**config.mk**
```make
export PLATFORM = sky130hd
export DESIGN_NAME = pipe_ctrl
export DESIGN_NICKNAME = d
export VERILOG_FILES = /design/src/rtl/pipe_ctrl.sv
export SDC_FILE = /design/constraint.sdc
export NUM_CORES = 1
export LEC_CHECK = 0
export ABC_AREA = 1
export CAP_MARGIN = 20
export CELL_PAD_IN_SITES_DETAIL_PLACEMENT = 1
export CELL_PAD_IN_SITES_GLOBAL_PLACEMENT = 1
export CORE_MARGIN = 2
export CORE_UTILIZATION = 17
export CTS_CLUSTER_SIZE = 28
export DETAILED_ROUTE_END_ITERATION = 10
export PLACE_DENSITY_LB_ADDON = 0.2
export SYNTH_ARGS = -nofsm -noshare
export SYNTH_HDL_FRONTEND = slang
export SYNTH_SLANG_ARGS = --single-unit
```
**constraint.sdc**
```tcl
create_clock -name clk -period 1.33 [get_ports clk]
set_clock_uncertainty 0.05 [all_clocks]
set_input_delay 0.266 -clock clk [delete_from_list [all_inputs] [get_ports clk]]
set_output_delay 0.266 -clock clk [all_outputs]
set_load 0.02 [all_outputs]
```
**src/rtl/pipe_ctrl.sv**
```systemverilog
// pipe_ctrl -- pipeline control unit for the 5-stage Y86-64 core.
//
// Generates the stall/bubble controls for the F/D/E/M/W pipeline registers
// and the condition-code write enable. It also sequences three things:
//   - a bubble flush after reset,
//   - draining the pipe once an exception reaches memory,
//   - halting once the excepting instruction reaches write-back.
//
// Optional feature: define PIPE_PERF_CNT_EN to build the saturating
// performance counters. Without it the counter ports are tied to zero and
// no counter flops exist.
//
// Parameters
//   FLUSH_CYCLES  bubble cycles after reset release (1..15)
//   CNT_W         width of each performance counter
//
// Ports
//   clk, reset                   core clock, synchronous active-high reset
//   D_icode, d_srcA, d_srcB      decode-stage instruction and source registers
//   E_icode, E_dstM, e_Cnd       execute-stage instruction, load dest, branch cond
//   M_icode, m_stat, W_stat      memory/write-back instruction and status
//   F_stall, D_stall, W_stall    hold the corresponding pipeline register
//   D_bubble, E_bubble, M_bubble load a nop into the corresponding register
//   set_cc                       condition-code update enable
//   cpu_stat                     registered processor status
//   halted                       high while stopped
//   cyc_cnt, stall_cnt, mispred_cnt, ret_cnt   performance counters
module pipe_ctrl #(
  parameter int FLUSH_CYCLES = 4,
  parameter int CNT_W        = 32
) (
  input  logic             clk,
  input  logic             reset,
  input  logic [3:0]       D_icode,
  input  logic [3:0]       d_srcA,
  input  logic [3:0]       d_srcB,
  input  logic [3:0]       E_icode,
  input  logic [3:0]       E_dstM,
  input  logic             e_Cnd,
  input  logic [3:0]       M_icode,
  input  logic [2:0]       m_stat,
  input  logic [2:0]       W_stat,
  output logic             F_stall,
  output logic             D_stall,
  output logic             D_bubble,
  output logic             E_bubble,
  output logic             M_bubble,
  output logic             W_stall,
  output logic             set_cc,
  output logic [2:0]       cpu_stat,
  output logic             halted,
  output logic [CNT_W-1:0] cyc_cnt,
  output logic [CNT_W-1:0] stall_cnt,
  output logic [CNT_W-1:0] mispred_cnt,
  output logic [CNT_W-1:0] ret_cnt
);

  localparam logic [2:0] SAOK = 3'd1;
  localparam logic [2:0] SADR = 3'd2;
  localparam logic [2:0] SINS = 3'd3;
  localparam logic [2:0] SHLT = 3'd4;

  localparam logic [3:0] I_MRMOVQ = 4'h5;
  localparam logic [3:0] I_OPQ    = 4'h6;
  localparam logic [3:0] I_JXX    = 4'h7;
  localparam logic [3:0] I_RET    = 4'h9;
  localparam logic [3:0] I_POPQ   = 4'hB;
  localparam logic [3:0] RNONE    = 4'hF;

  // The flush counter counts down to zero inclusive, so it is loaded with
  // one less than the number of bubble cycles wanted.
  localparam logic [3:0] FLUSH_INIT = 4'(FLUSH_CYCLES - 1);

  typedef enum logic [1:0] {
    ST_FLUSH = 2'd0,
    ST_RUN   = 2'd1,
    ST_DRAIN = 2'd2,
    ST_STOP  = 2'd3
  } state_t;

  state_t     state, state_nxt;
  logic [3:0] flush_cnt, flush_cnt_nxt;
  logic [2:0] stat_nxt;

  logic lu, ret, mp, m_exc, w_exc;

  function automatic logic is_exc(input logic [2:0] s);
    return (s == SADR) || (s == SINS) || (s == SHLT);
  endfunction

  // Hazard detection
  always_comb begin
    lu = ((E_icode == I_MRMOVQ) || (E_icode == I_POPQ)) && (E_dstM != RNONE) &&
         ((E_dstM == d_srcA) || (E_dstM == d_srcB));
    ret   = (D_icode == I_RET) || (E_icode == I_RET) || (M_icode == I_RET);
    mp    = (E_icode == I_JXX) && !e_Cnd;
    m_exc = is_exc(m_stat);
    w_exc = is_exc(W_stat);
  end

  // Next state and control outputs
  always_comb begin
    state_nxt     = state;
    flush_cnt_nxt = flush_cnt;
    stat_nxt      = cpu_stat;
    F_stall       = 1'b0;
    D_stall       = 1'b0;
    D_bubble      = 1'b0;
    E_bubble      = 1'b0;
    M_bubble      = 1'b0;
    W_stall       = 1'b0;
    set_cc        = 1'b0;
    halted        = 1'b0;
    if (reset) begin
      // Outputs already look like a flush while reset is held.
      D_bubble = 1'b1;
      E_bubble = 1'b1;
      M_bubble = 1'b1;
    end else begin
      unique case (state)
        ST_FLUSH: begin
          D_bubble = 1'b1;
          E_bubble = 1'b1;
          M_bubble = 1'b1;
          if (flush_cnt == 4'd0) state_nxt = ST_RUN;
          else                   flush_cnt_nxt = flush_cnt - 4'd1;
        end
        ST_RUN, ST_DRAIN: begin
          F_stall  = lu | ret;
          D_stall  = lu;
          // A load-use stall must hold D, so it overrides the ret bubble.
          D_bubble = mp | (ret & !lu);
          E_bubble = mp | lu;
          M_bubble = m_exc | w_exc;
          W_stall  = w_exc;
          set_cc   = (E_icode == I_OPQ) & !m_exc & !w_exc;
          // The write-back exception takes priority over entering drain.
          if (w_exc) begin
            state_nxt = ST_STOP;
            stat_nxt  = W_stat;
          end else if ((state == ST_RUN) && m_exc) begin
            state_nxt = ST_DRAIN;
          end
        end
        ST_STOP: begin
          F_stall  = 1'b1;
          D_stall  = 1'b1;
          W_stall  = 1'b1;
          E_bubble = 1'b1;
          M_bubble = 1'b1;
          halted   = 1'b1;
        end
        default: state_nxt = ST_FLUSH;
      endcase
    end
  end

  always_ff @(posedge clk) begin
    if (reset) begin
      state     <= ST_FLUSH;
      flush_cnt <= FLUSH_INIT;
      cpu_stat  <= SAOK;
    end else begin
      state     <= state_nxt;
      flush_cnt <= flush_cnt_nxt;
      cpu_stat  <= stat_nxt;
    end
  end

`ifdef PIPE_PERF_CNT_EN
  logic cnt_active;

  function automatic logic [CNT_W-1:0] sat_inc(input logic [CNT_W-1:0] v,
                                               input logic              en);
    if (en && (v != {CNT_W{1'b1}})) return v + CNT_W'(1);
    return v;
  endfunction

  // Counters only advance while instructions are flowing.
  assign cnt_active = !reset && ((state == ST_RUN) || (state == ST_DRAIN));

  always_ff @(posedge clk) begin
    if (reset) begin
      cyc_cnt     <= '0;
      stall_cnt   <= '0;
      mispred_cnt <= '0;
      ret_cnt     <= '0;
    end else if (cnt_active) begin
      cyc_cnt     <= sat_inc(cyc_cnt, 1'b1);
      stall_cnt   <= sat_inc(stall_cnt, D_stall);
      mispred_cnt <= sat_inc(mispred_cnt, mp);
      ret_cnt     <= sat_inc(ret_cnt, ret & !lu);
    end
  end
`else
  assign cyc_cnt     = '0;
  assign stall_cnt   = '0;
  assign mispred_cnt = '0;
  assign ret_cnt     = '0;
`endif

endmodule

```
# Yosys cells after proc, flatten, opt, wreduce, memory -nomap -nowiden
# Cells that the tools add are included.
# W data, S select, Z words.
[word_totals] reg_bits=9 out_inout_bits=139
[classes] n_addsub=1 eq_ne=21 mux=20 bitwise_logic=8 n_reduce_logical=24
[ops] op="$eq A4 B4 Y1 const B" count=4
[ops] op="$eq A3 B2 Y1 const B" count=4
[ops] op="$eq A4 B3 Y1 const B" count=3
[ops] op="$pmux W1 S2" count=6
[ops] op="$mux W1" count=10
[ops] op="$eq A4 B4 Y1" count=2
[ops] op="$logic_or A1 B1 Y1" count=8
[ops] op="$eq A3 B3 Y1 const B" count=2
[ops] op="$mux W2" count=3
[ops] op="$eq A2 B2 Y1 const B" count=2
[ops] op="$logic_and A1 B1 Y1" count=4
[ops] op="$logic_not A1 Y1" count=4
[ops] op="$logic_not A4 Y1" count=1
[ops] op="$ne A4 B4 Y1 const B" count=1
[ops] op="$or A1 B1 Y1" count=4
[ops] op="$pmux W2 S2" count=1
[ops] op="$reduce_and A2 Y1" count=2
[ops] op="$reduce_or A2 Y1" count=2
[ops] op="$sub A4 B1 Y4 const B" count=1
[ops] op="$and A1 B1 Y1" count=3
[ops] op="$ne A3 B3 Y1 const B" count=1
[ops] op="$reduce_and A3 Y1" count=1
[ops] op="$eq A2 B1 Y1 const B" count=1
[ops] op="$logic_not A2 Y1" count=1
[ops] op="3 further kinds" count=3

# Longest topological paths before layout
[logic_depth] word_depth=9 depth_mapped=11 ltp_nobuf=11

# Worst setup path before layout
# OpenSTA, ideal clock, no wires.
[synth_timing] path_kind="reg2out" startpoint="register state[0]" endpoint="output set_cc" t_arrival_ns=1.801 t_required_ns=1.014 slack_ns=-0.787 path_stages_with_launch=7 path_cell_list="dfxtp_1 > inv_1 > ha_1 > inv_2 > nor2_1 > nand2_1 > nor4_1"
[synth_via] elab_chain_cells=4
[synth_lines] item="from (decl)" line="81" text="state_t state, state_nxt;"
[synth_lines] item="from (signal assigned)" line="164" text="state <= state_nxt;"
[synth_lines] item="$eq A2 B1 Y1 or $eq A2 B2 Y1 (tied branches)" line="120" text="unique case (state)"
[synth_lines] item="$reduce_or A2 Y1 (*)" line="120"
[synth_lines] item="$mux W1 (*)" line="120"
[synth_lines] item="$mux W1 (*)" line="114" text="if (reset) begin"
[synth_lines] item="to (decl)" line="49" text="output logic set_cc,"
# Mark *: on every way between the ends. The rest lies on a longest branch, timed or not.

# Worst setup path after layout
[layout_timing] startpoint="register state[1]" endpoint="output F_stall"
[layout_via] elab_chain_cells=4
[layout_lines] item="$eq A2 B1 Y1 or $eq A2 B2 Y1 (tied branches)" line="120"
[layout_lines] item="$reduce_or A2 Y1" line="120"
[layout_lines] item="$pmux W1 S2 (*)" line="120"
[layout_lines] item="$mux W1 (*)" line="114"
[layout_lines] item="to (decl)" line="43" text="output logic F_stall,"
# Marked as above.

==> impl_metrics.toml <==
[outcome]
status = "finished, violations left"
failed_checks = "negative setup slack"

[drt]
vias = 1492
post_drt_wl_per_cell_microns = 8.23
drtPass1Iterations = 3
avgViaCountPerCell = 3.07
drc = 0
drt_iter0_markers = 20
ant_nets = 0
routed_wl_mm = 4.00

[logic_synthesis]
yosysWarnings = 0
ys_seq_elements = 9
seq_area_frac_synth_pct = 9.94
synth.cell_area_sq_um = 1810
synth_cell_types = 22
syn_avg_cell_area_sq_um = 6.54
syn_inst = 277

[die]
placementRows = 37
fp.dieW_microns = 107
core_sq_um = 10300
start_util_pct = 17.5
dieArea_sq_um = 11500
io_pins = 172
die_h_microns = 107

[clock_network]
cts_made_buffers = 3
insertion_delay_ns = 0.23
cts-root-buf = "clkbuf_8"
clockBufferDepth = 2
cts_tree = "done"
cts_sinks = 9
cts.reportedPaths.clkPinSlew_ns = 0.04
cts.htree.levels = 1

[grt]
grt_pass1_wl_mm = 5.93
grt_antenna_before_repair = 0
grt_pass1_vias = 1326
grt_max_degree = 6
overflow = 0
grt_use_total_pct = 6.40

[power_and_ir_drop]
p_per_area_nw_per_um2 = 1030
finalPower_mw = 2.43
p_leak_nw = 1.30
irDropWorstVdd_v = 0.000286

[setup_path]
crit_slowest_cell = "dfxtp_4"
crit_chain = "inv_4 > ha_4 > buf_6 > nand2_2 > o211ai_1 > buf_4"
crit_arrival_ns = 1.45
end_kind = "primary output"
max_stage_delay_ns = 0.36
cp.required_ns = 1.01
crit_fanout = 5
cp-start-kind = "flop"
path_class = "flop to primary output"

[sta]
max_clock_freq_mhz = 566
finalHoldViolCount = 0
setup_violations = 11
drv_slew = 0
tns_ns = -3.13
min_period_ns = 1.77
period_share_pct = 133
fin_hold_ws_ns = 0.415
rsz0062_at_grt = "true"
setup_ws_ns = -0.437

[final_layout]
syn_to_final_growth_pct = 30.7
nFillCells = 1339
seqCellArea_sq_um = 185
nets = 390
antenna_cells = 0
drive_above_1_share_pct = 27.4
multi_input_area_sq_um = 1220

[placement]
place.port_buffers = 43
dp_hpwl_mm = 3.53
pre_cts_slack_ns = -1.19
place.gp.congestion = 0.710

[flow_run]
maxCapViolations = 0

[min_path]
min_path_type = "flop to flop"
where the power goes:
| part | switching (mW) | leakage (nW) | internal, mW |
|---|---|---|---|
| Clock | 0.106 | 0.0228 | 0.209 |
| Combinational | 1.03 | 1.20 | 0.693 |
| Sequential | 0.0444 | 0.0749 | 0.348 |
| Total | 1.18 | 1.30 | 1.25 |
synth_stat cells (all sizes together):
master	count	area (sq um)
a21oi	8	43.8
conb	1	3.75
nand2	49	189
buf	128	961
nand3b	2	15.0
clkbuf	1	3.75
nor2	19	76.3
nand4	3	18.8
ha	6	75.1
o211ai	3	36.3
dfxtp	9	180
inv	30	113
nand3	8	40.0
o21ai	8	40.0
o211a	1	10.0
nor4	1	6.26
final cells by class:
class	count	area share, %
repair buffers	71	26.5
well taps	136	7.18
inverters	30	4.97
clock buffers	4	1.90
multi-input cells	236	51.7
flip-flops and latches	9	7.82
registers in the layout (all words and copies together), names as in the netlist:
name,count
flush_cnt,4
state,2
cpu_stat,3
metal layers:
layer | share of wire [%] | global-route usage, %
met2 | 49 | 10.8
met5 | 0 | 0
met4 | 0.47 | 1.95
met3 | 13 | 2.55
met1 | 37 | 7.43
logic make-up after synthesis:
family,count (synthesis),synth area share [%]
buffers and inverters,159,59.5
AO/OA/AOI/OAI,20,7.18
adder cells (fa/ha/maj),6,4.14
AND/OR/NAND/NOR,82,19.1
flip-flops,9,9.94
other,1,0.207
worst max-delay path: cells and delay by family (launching register included):
| family | cells | cell delay, ns |
|---|---|---|
| flip-flops | 1 | 0.36 |
| AO/OA/AOI/OAI | 1 | 0.18 |
| buffers and inverters | 3 | 0.35 |
| AND/OR/NAND/NOR | 1 | 0.06 |
| adder cells (fa/ha/maj) | 1 | 0.28 |
path summary, 6_finish.rpt:
kind | depth (start not counted) | slack (ns) | startpoint | end
max | 6 | -0.44 | state[1] | F_stall
min | 2 | 0.42 | cpu_stat[2] | cpu_stat[2]
max reg2reg | 9 | -0.11 | state[1] | state[0]
min reg2reg | 2 | 0.42 | cpu_stat[2] | cpu_stat[2]
metrics by stage:
step | utilization, % | cell area [sq um] | instances
CTS | 21.9 | 2260 | 485
global placement | 20.6 | 2120 | 474
finish | 22.9 | 2370 | 486
detailed placement | 20.6 | 2120 | 474
floorplan | - | 2340 | 404
global route | 22.9 | 2370 | 486
cells in the final DEF, fill, tap and decap left out, drive strengths merged:
cell | Yosys | layout
conb | 1 | 128
nand2 | 49 | 49
buf | 128 | 36
inv | 30 | 30
dlygate4sd2 | 0 | 24
nor2 | 19 | 19
dfxtp | 9 | 9
nand3 | 8 | 8
o21ai | 8 | 8
a21oi | 8 | 8
clkdlybuf4s50 | 0 | 7
ha | 6 | 6
clkbuf | 1 | 6
nand4 | 3 | 3
o211ai | 3 | 3
nand3b | 2 | 2
clkdlybuf4s15 | 0 | 2
nor4 | 1 | 1
o211a | 1 | 1
timing repair:
item                       CTS  global route
pin swaps                   23            15
buffers inserted             7             2
setup endpoints to repair   18            17
cloned                       0             0
hold buffers                 0             0
resized for setup           97            33
(Power assumes the default switching activity.)
